File: src/rtl/i2c_arb_pkg.sv
// ---------------------------------------------------------------------------
// i2c_arb_pkg
// Shared definitions for the I2C bus arbiter and its round-robin picker.
//   arb_state_t    : arbiter FSM state (IDLE, OWNED, DRAIN, EVICT)
//   NREQ_MAX       : largest supported number of requesters
//   onehot_to_idx  : converts a one-hot grant vector (up to NREQ_MAX bits)
//                    into its binary index
// ---------------------------------------------------------------------------
package i2c_arb_pkg;

    localparam int NREQ_MAX = 8;

    typedef enum logic [1:0] {
        ARB_IDLE  = 2'd0,
        ARB_OWNED = 2'd1,
        ARB_DRAIN = 2'd2,
        ARB_EVICT = 2'd3
    } arb_state_t;

    // Lowest set bit wins; callers only ever pass a one-hot or zero vector.
    function automatic logic [2:0] onehot_to_idx(input logic [NREQ_MAX-1:0] oh);
        logic [2:0] idx;
        idx = '0;
        for (int i = NREQ_MAX - 1; i >= 0; i--) begin
            if (oh[i]) begin
                idx = 3'(i);
            end
        end
        return idx;
    endfunction

endpackage

File: src/rtl/i2c_rr_pick.sv
// ---------------------------------------------------------------------------
// i2c_rr_pick
// Combinational round-robin picker. Chooses the first eligible index
// strictly after last_owner, wrapping around, so last_owner itself is
// considered last.
//   eligible   in  NREQ   requesters allowed to win this round
//   last_owner in  IDX_W  index of the most recent winner
//   grant      out NREQ   one-hot winner (zero when nobody is eligible)
//   valid      out 1      a winner was found
// ---------------------------------------------------------------------------
module i2c_rr_pick #(
    parameter int NREQ  = 4,
    parameter int IDX_W = $clog2(NREQ)
) (
    input  logic [NREQ-1:0]  eligible,
    input  logic [IDX_W-1:0] last_owner,
    output logic [NREQ-1:0]  grant,
    output logic             valid
);

    localparam logic [IDX_W:0] NREQ_W = (IDX_W + 1)'(NREQ);

    logic [IDX_W:0]   cand_sum;
    logic [IDX_W-1:0] cand_idx;

    // Walk offsets 1..NREQ from last_owner; one extra bit on the sum lets the
    // wrap be a single conditional subtract, which also handles NREQ values
    // that are not a power of two.
    always_comb begin
        grant    = '0;
        valid    = 1'b0;
        cand_sum = '0;
        cand_idx = '0;
        for (int off = 1; off <= NREQ; off++) begin
            cand_sum = {1'b0, last_owner} + (IDX_W + 1)'(off);
            if (cand_sum >= NREQ_W) begin
                cand_sum = cand_sum - NREQ_W;
            end
            cand_idx = cand_sum[IDX_W-1:0];
            if (!valid && eligible[cand_idx]) begin
                grant[cand_idx] = 1'b1;
                valid           = 1'b1;
            end
        end
    end

endmodule

File: src/rtl/i2c_bus_arbiter.sv
// ---------------------------------------------------------------------------
// i2c_bus_arbiter
// Shares one byte-level I2C master engine among NREQ requesters. Ownership is
// granted round-robin per bus transaction (cyc held high), the engine is
// allowed to finish its STOP before anyone else is granted, and an owner that
// sits idle for 2^HOLD_BITS-1 cycles is evicted with an error pulse.
//   i_clk, i_reset_n        clock, asynchronous active-low reset
//   i_cyc/i_stb/i_we        per-requester ownership request, strobe, direction
//   i_data                  per-requester write byte (requester k at [8k+7:8k])
//   o_ack/o_busy/o_err      per-requester byte done, stall, error
//   o_data                  read byte from the engine, valid with o_ack
//   o_ll_*                  request side towards the byte engine
//   i_ll_*                  response side from the byte engine
//   o_grant                 one-hot current or draining owner, zero when idle
// ---------------------------------------------------------------------------
module i2c_bus_arbiter
    import i2c_arb_pkg::*;
#(
    parameter int NREQ      = 4,
    parameter int HOLD_BITS = 24
) (
    input  logic              i_clk,
    input  logic              i_reset_n,
    input  logic [NREQ-1:0]   i_cyc,
    input  logic [NREQ-1:0]   i_stb,
    input  logic [NREQ-1:0]   i_we,
    input  logic [8*NREQ-1:0] i_data,
    output logic [NREQ-1:0]   o_ack,
    output logic [NREQ-1:0]   o_busy,
    output logic [NREQ-1:0]   o_err,
    output logic [7:0]        o_data,
    output logic              o_ll_cyc,
    output logic              o_ll_stb,
    output logic              o_ll_we,
    output logic [7:0]        o_ll_data,
    input  logic              i_ll_ack,
    input  logic              i_ll_busy,
    input  logic              i_ll_err,
    input  logic [7:0]        i_ll_data,
    output logic [NREQ-1:0]   o_grant
);

    localparam int IDX_W = $clog2(NREQ);
    localparam logic [HOLD_BITS-1:0] HOLD_MAX = '1;

    arb_state_t       state;
    arb_state_t       state_next;
    logic [NREQ-1:0]  grant_q;
    logic [IDX_W-1:0] owner_q;
    logic [HOLD_BITS-1:0] hold_q;
    logic [HOLD_BITS-1:0] hold_next;
    logic             hold_active;
    logic             hold_sat;
    logic [NREQ-1:0]  evicted_q;
    logic [NREQ-1:0]  evict_set;
    logic [NREQ-1:0]  eligible;
    logic [NREQ-1:0]  pick_grant;
    logic             pick_valid;
    logic [IDX_W-1:0] pick_idx;

    // Evicted requesters sit out until they drop cyc at least once.
    assign eligible = i_cyc & ~evicted_q;

    i2c_rr_pick #(
        .NREQ  (NREQ),
        .IDX_W (IDX_W)
    ) u_pick (
        .eligible   (eligible),
        .last_owner (owner_q),
        .grant      (pick_grant),
        .valid      (pick_valid)
    );

    assign pick_idx = IDX_W'(onehot_to_idx(NREQ_MAX'(pick_grant)));

    // owner_q doubles as last_owner: it is only rewritten on a new grant, so
    // while OWNED/DRAIN/EVICT it names the owner and in IDLE it is the
    // round-robin pointer.
    assign hold_active = i_stb[owner_q] | i_ll_ack;

    // Saturating idle counter; reaching all-ones is the eviction trigger.
    always_comb begin
        hold_next = hold_q;
        if (hold_active) begin
            hold_next = '0;
        end else if (hold_q != HOLD_MAX) begin
            hold_next = hold_q + HOLD_BITS'(1);
        end
    end

    assign hold_sat = (hold_next == HOLD_MAX);

    assign o_grant = grant_q;
    assign o_data  = i_ll_data;

    // Next-state and output routing. Only the owner ever sees engine
    // responses; everybody else is stalled. The release path is tested before
    // the timeout so a dropping owner never gets an error.
    always_comb begin
        state_next = state;
        evict_set  = '0;
        o_ll_cyc   = 1'b0;
        o_ll_stb   = 1'b0;
        o_ll_we    = 1'b0;
        o_ll_data  = '0;
        o_ack      = '0;
        o_err      = '0;
        o_busy     = '1;
        case (state)
            ARB_IDLE: begin
                if (pick_valid) begin
                    state_next = ARB_OWNED;
                end
            end
            ARB_OWNED: begin
                o_ll_cyc         = i_cyc[owner_q];
                o_ll_stb         = i_stb[owner_q];
                o_ll_we          = i_we[owner_q];
                o_ll_data        = i_data[{owner_q, 3'b000} +: 8];
                o_busy[owner_q]  = i_ll_busy;
                o_ack[owner_q]   = i_ll_ack;
                o_err[owner_q]   = i_ll_err;
                if (!i_cyc[owner_q]) begin
                    state_next = ARB_DRAIN;
                end else if (hold_sat) begin
                    state_next = ARB_EVICT;
                end
            end
            ARB_DRAIN: begin
                o_ack[owner_q] = i_ll_ack;
                o_err[owner_q] = i_ll_err;
                if (!i_ll_busy) begin
                    state_next = ARB_IDLE;
                end
            end
            ARB_EVICT: begin
                o_ack[owner_q]     = i_ll_ack;
                o_err[owner_q]     = 1'b1;
                evict_set[owner_q] = 1'b1;
                state_next         = ARB_DRAIN;
            end
            default: begin
                state_next = ARB_IDLE;
            end
        endcase
    end

    // State register.
    always_ff @(posedge i_clk or negedge i_reset_n) begin
        if (!i_reset_n) begin
            state <= ARB_IDLE;
        end else begin
            state <= state_next;
        end
    end

    // Grant, round-robin pointer, idle counter and eviction mask. The pointer
    // resets to NREQ-1 so requester 0 is first in line after reset.
    always_ff @(posedge i_clk or negedge i_reset_n) begin
        if (!i_reset_n) begin
            grant_q   <= '0;
            owner_q   <= IDX_W'(NREQ - 1);
            hold_q    <= '0;
            evicted_q <= '0;
        end else begin
            evicted_q <= (evicted_q & i_cyc) | evict_set;
            if (state == ARB_IDLE && pick_valid) begin
                grant_q <= pick_grant;
                owner_q <= pick_idx;
                hold_q  <= '0;
            end else if (state == ARB_OWNED) begin
                hold_q <= hold_next;
            end else if (state == ARB_DRAIN && !i_ll_busy) begin
                grant_q <= '0;
            end
        end
    end

endmodule
File: config.mk
export PLATFORM = sky130hd
export DESIGN_NAME = i2c_bus_arbiter
export DESIGN_NICKNAME = d
export VERILOG_FILES = /design/src/rtl/i2c_arb_pkg.sv /design/src/rtl/i2c_rr_pick.sv /design/src/rtl/i2c_bus_arbiter.sv
export SDC_FILE = /design/constraint.sdc
export NUM_CORES = 1
export LEC_CHECK = 0
export BUFFER_PORTS_ARGS = -buffer_cell sky130_fd_sc_hd__buf_2
export CORE_MARGIN = 4
export CORE_UTILIZATION = 35
export DETAILED_ROUTE_END_ITERATION = 6
export PLACE_DENSITY_LB_ADDON = 0.12
export RECOVER_POWER = 100
export SLEW_MARGIN = 20
export SYNTH_ARGS = -nofsm -noshare
export SYNTH_HDL_FRONTEND = slang
export SYNTH_HIERARCHICAL = 1
export SYNTH_SLANG_ARGS = --single-unit
export TNS_END_PERCENT = 50
File: constraint.sdc
create_clock -name i_clk -period 2.7 [get_ports i_clk]
set_input_delay 0.135 -clock i_clk [delete_from_list [all_inputs] [get_ports i_clk]]
set_output_delay 0.135 -clock i_clk [all_outputs]
set_load 0.05 [all_outputs]
==> summary.md <==
| Metric | Value |
|---|---|
| CP Launch Type | `register` |
| Die W | `between 100 and 150 um` |
| Max Freq | `a little under 400 MHz` |
| H-tree levels | `2` |
| HP Class | `input pin to register` |
| Grt met3 use | `under 10%` |
| Syn_nets | `459` |
| CTS Buf Count | `5` |
| Pre-CTS setup slack | `between 150 and 200 ps` |
| Setup CP Type | `register to register` |
| Most Crowded Layer GR | `met2` |
| Mapped Cells | `approximately 390` |
| Top_reg_cell synth | `dfrtp_1` |
| Final hold vios | `0` |
| Final WL | `9944 um` |
| Initial Utilization | `36.59%` |
| Setup-failing EPs final | `0` |
| Largest net degree at the start of global routing | `37` |
| Maximum vdd ir drop | `slightly above 0.8 mV` |
| Reg2Reg Capture Point | `state[1]$_DFFE_PN0P_` |
| # nets final | `between 500 and 600` |
| Final Skew | `5.596 ps` |
| Worst Tran Pin Value | `between 2000 and 2500 ps` |
| Fin util | `between 40% and 50%` |
| R2R depth | `7` |
| Avg Cell Area, Syn | `approximately 8.4 sq um` |
| R2R setup slack | `approximately 170 ps` |
| Clock sinks | `36` |
| Power Total | `between 3 and 4 mW` |
| Routed via count | `roughly 3300` |
| Die height | `104.4 um` |
| Largest area contributor in the netlist | `dfrtp_1` |
| Antenna-violating nets left | `0` |
| Mapped cell area | `roughly 3300 sq um` |
| DR vias/cell | `roughly 5.6` |
| Pwr dens | `858.9 nW/um^2` |
| Relative slew slack | `-37.65%` |
| Tcrit/Tclk final | `93.60%` |
| Io pins | `between 90 and 100` |
| # fillers | `slightly below 900` |
| Crit. Startpoint | `owner_q[0]$_DFFE_PN1P_` |
| Clock transition at the registers of the reported paths | `roughly 80 ps` |
| Routed wire per std cell | `about 17 um` |
| Async SR Flop Fraction | `100.0%` |
| Final Cell Area | `between 4000 and 5000 sq um` |
| Initial antenna violation count | `0` |
| Placed Area | `3880 sq um` |
| Clock root buffer | `clkbuf_8` |
| Fin. max-slew vios | `37` |
| Failing checks | `capacitance limit, slew limit` |
| Yosys cell types | `62` |
| Die Area | `about 11000 sq um` |
| FF-to-FF Start | `owner_q[0]$_DFFE_PN1P_` |
| Initial DRC count | `approximately 150` |
| RSZ-0062 raised after global routing | `no` |
| Sequential area share after synthesis | `between 20 and 30%` |
| Static leakage | `between 1.5 and 2 nW` |
| Clk Latency, worst-skew pair | `roughly 290 ps` |
| CP Max Fanout | `5` |
| Remaining Overflow, GRT | `0` |
| Layout cells sized above 1 | `between 20 and 30%` |
| DP HPWL | `~7700 um` |
| DRC viols | `0` |
| Area contributors post-synth | `dfrtp_1 (26%), mux4_2 (6.9%), ha_1 (5.4%), nor2_1 (5.2%), a21oi_1 (4.2%)` |
| Max-Cap Viols | `1` |
| Worst Path Arrival | `between 2000 and 3000 ps` |
| Vias in the first global route | `about 3300` |
| Setup TNS Final | `0 ps` |
| Post-synth EDFFs | `0` |
| Commonest non-fill, non-tap cell in the layout | `buf_2` |
| Share of the synthesized area in the top cell type | `26.15%` |
| Placer congestion estimate | `between 0.9 and 1` |
| Final worst slack | `~170 ps` |
| Area Growth Syn to Fin | `23.42%` |
| Run status | `complete, but fails checks` |
| Crit. End Element | `register` |
| Most frequent cells in the layout | `buf_2 (49), nor2_1 (45), nand2_1 (35), dfrtp_1 (34), buf_4 (32)` |
| First-pass GRT wire length | `between 15000 and 20000 um` |
| Port Buffers | `75` |
| CP Capture Point | `state[1]$_DFFE_PN0P_` |
| GR Layer Usage met2 | `between 30% and 40%` |
| YS warnings | `6` |
| Met1 Use GR | `between 20 and 30%` |
| Clock Tree Buf Depth | `2` |
| Std cell rows | `34` |
| Final min period | `2527 ps` |
| Total GRT Usage | `18.60%` |
| # diodes | `0` |
| Core area | `8891 sq um` |
| WP data required | `approximately 2900 ps` |
| TritonCTS clock tree | `built` |
| FF+latch count, synth | `36` |
| DRT Pass-1 Iters | `5` |
[critical path: stages (launching register included)]
cell     delay (ps)
dfstp_2         580
mux4_2          540
or2_0           310
nor2_1          130
o21ai_1          70
or3_1           360
nor4_2          330
o31a_1          150
[sequential cells by signal (all words and copies together), names as in the netlist]
register,flops
evicted_q,4
owner_q,2
o_grant,4
hold_q,24
state,2
[synth_stat cells (all sizes together), types with 3 or more instances]
library cell and instances:
nor2 45, nand2 35, dfrtp 34, a21oi 27
o21ai 21, buf 16, nand4 16, inv 15
and2 14, ha 14, clkbuf 13, mux4 12
nor3 12, nand3 11, mux2i 10, nor2b 8
a22o 7, a22oi 6, and3 5, and4 5
nand2b 5, nor4 5, a221o 4, xnor2 4
a31oi 3, o311ai 3, o31ai 3, or2 3
or3 3
[where the power goes]
group	total [mW]	leakage (nW)	internal, mW	switching, mW
combinational	2.09	1.20	0.718	1.37
sequential	0.687	0.487	0.626	0.0607
clock	0.671	0.0784	0.462	0.208
total	3.45	1.77	1.81	1.64
[layer usage]
| layer | vias to the layer above | wire length, um |
|---|---|---|
| li1 | 1607 | - |
| met1 | 1586 | 4412 |
| met2 | 100 | 4903 |
| met3 | 14 | 467 |
| met4 | 0 | 161 |
| met5 | - | 0 |
[metrics by stage]
stage / instances / hold WS (ps)
after floorplan: 388 / -160.6
after global placement: 578 / 270.3
after detailed placement: 578 / 270.3
after CTS: 587 / 90.23
after global routing: 587 / 115.8
final: 587 / 97.62
[final cells by class]
class	instances	area [sq um]	area share (%)
repair buffers	112	618.1	15.39
clock inverters	3	90.09	2.244
clock buffers	5	68.82	1.714
inverters	15	56.30	1.402
well taps	108	135.1	3.366
multi-input cells	308	2143	53.38
flip-flops and latches	36	903.4	22.50
[cell families after synthesis]
logic type | after synthesis | share of synthesized area (%)
fa+ha+maj | 14 | 5.385
xor+xnor | 5 | 1.346
mux | 24 | 12.31
compound gates | 91 | 18.65
flops | 36 | 27.77
buf+inv | 44 | 6.461
simple gates | 174 | 28.08
[worst min-delay path by stage]
stage | from | end | slack, ps | cells past startpoint
global route | i_cyc[1] | evicted_q[1]$_DFF_PN0_ | 120 | 2
finish | i_cyc[1] | evicted_q[1]$_DFF_PN0_ | 100 | 2
floorplan | i_reset_n | evicted_q[0]$_DFF_PN0_ | -160 | 0
CTS | i_cyc[1] | evicted_q[1]$_DFF_PN0_ | 90 | 2
detailed placement | i_ll_data[7] | o_data[7] | 270 | 0
global placement | i_ll_data[7] | o_data[7] | 270 | 0
[what timing repair did]
action                     CTS  global route
hold buffers                 1             0
hold endpoints to repair    34             0
buffers inserted             0             0
setup endpoints to repair    0             3
gates resized for setup      0             3
No activity file was read; power rests on OpenSTA's default activity.
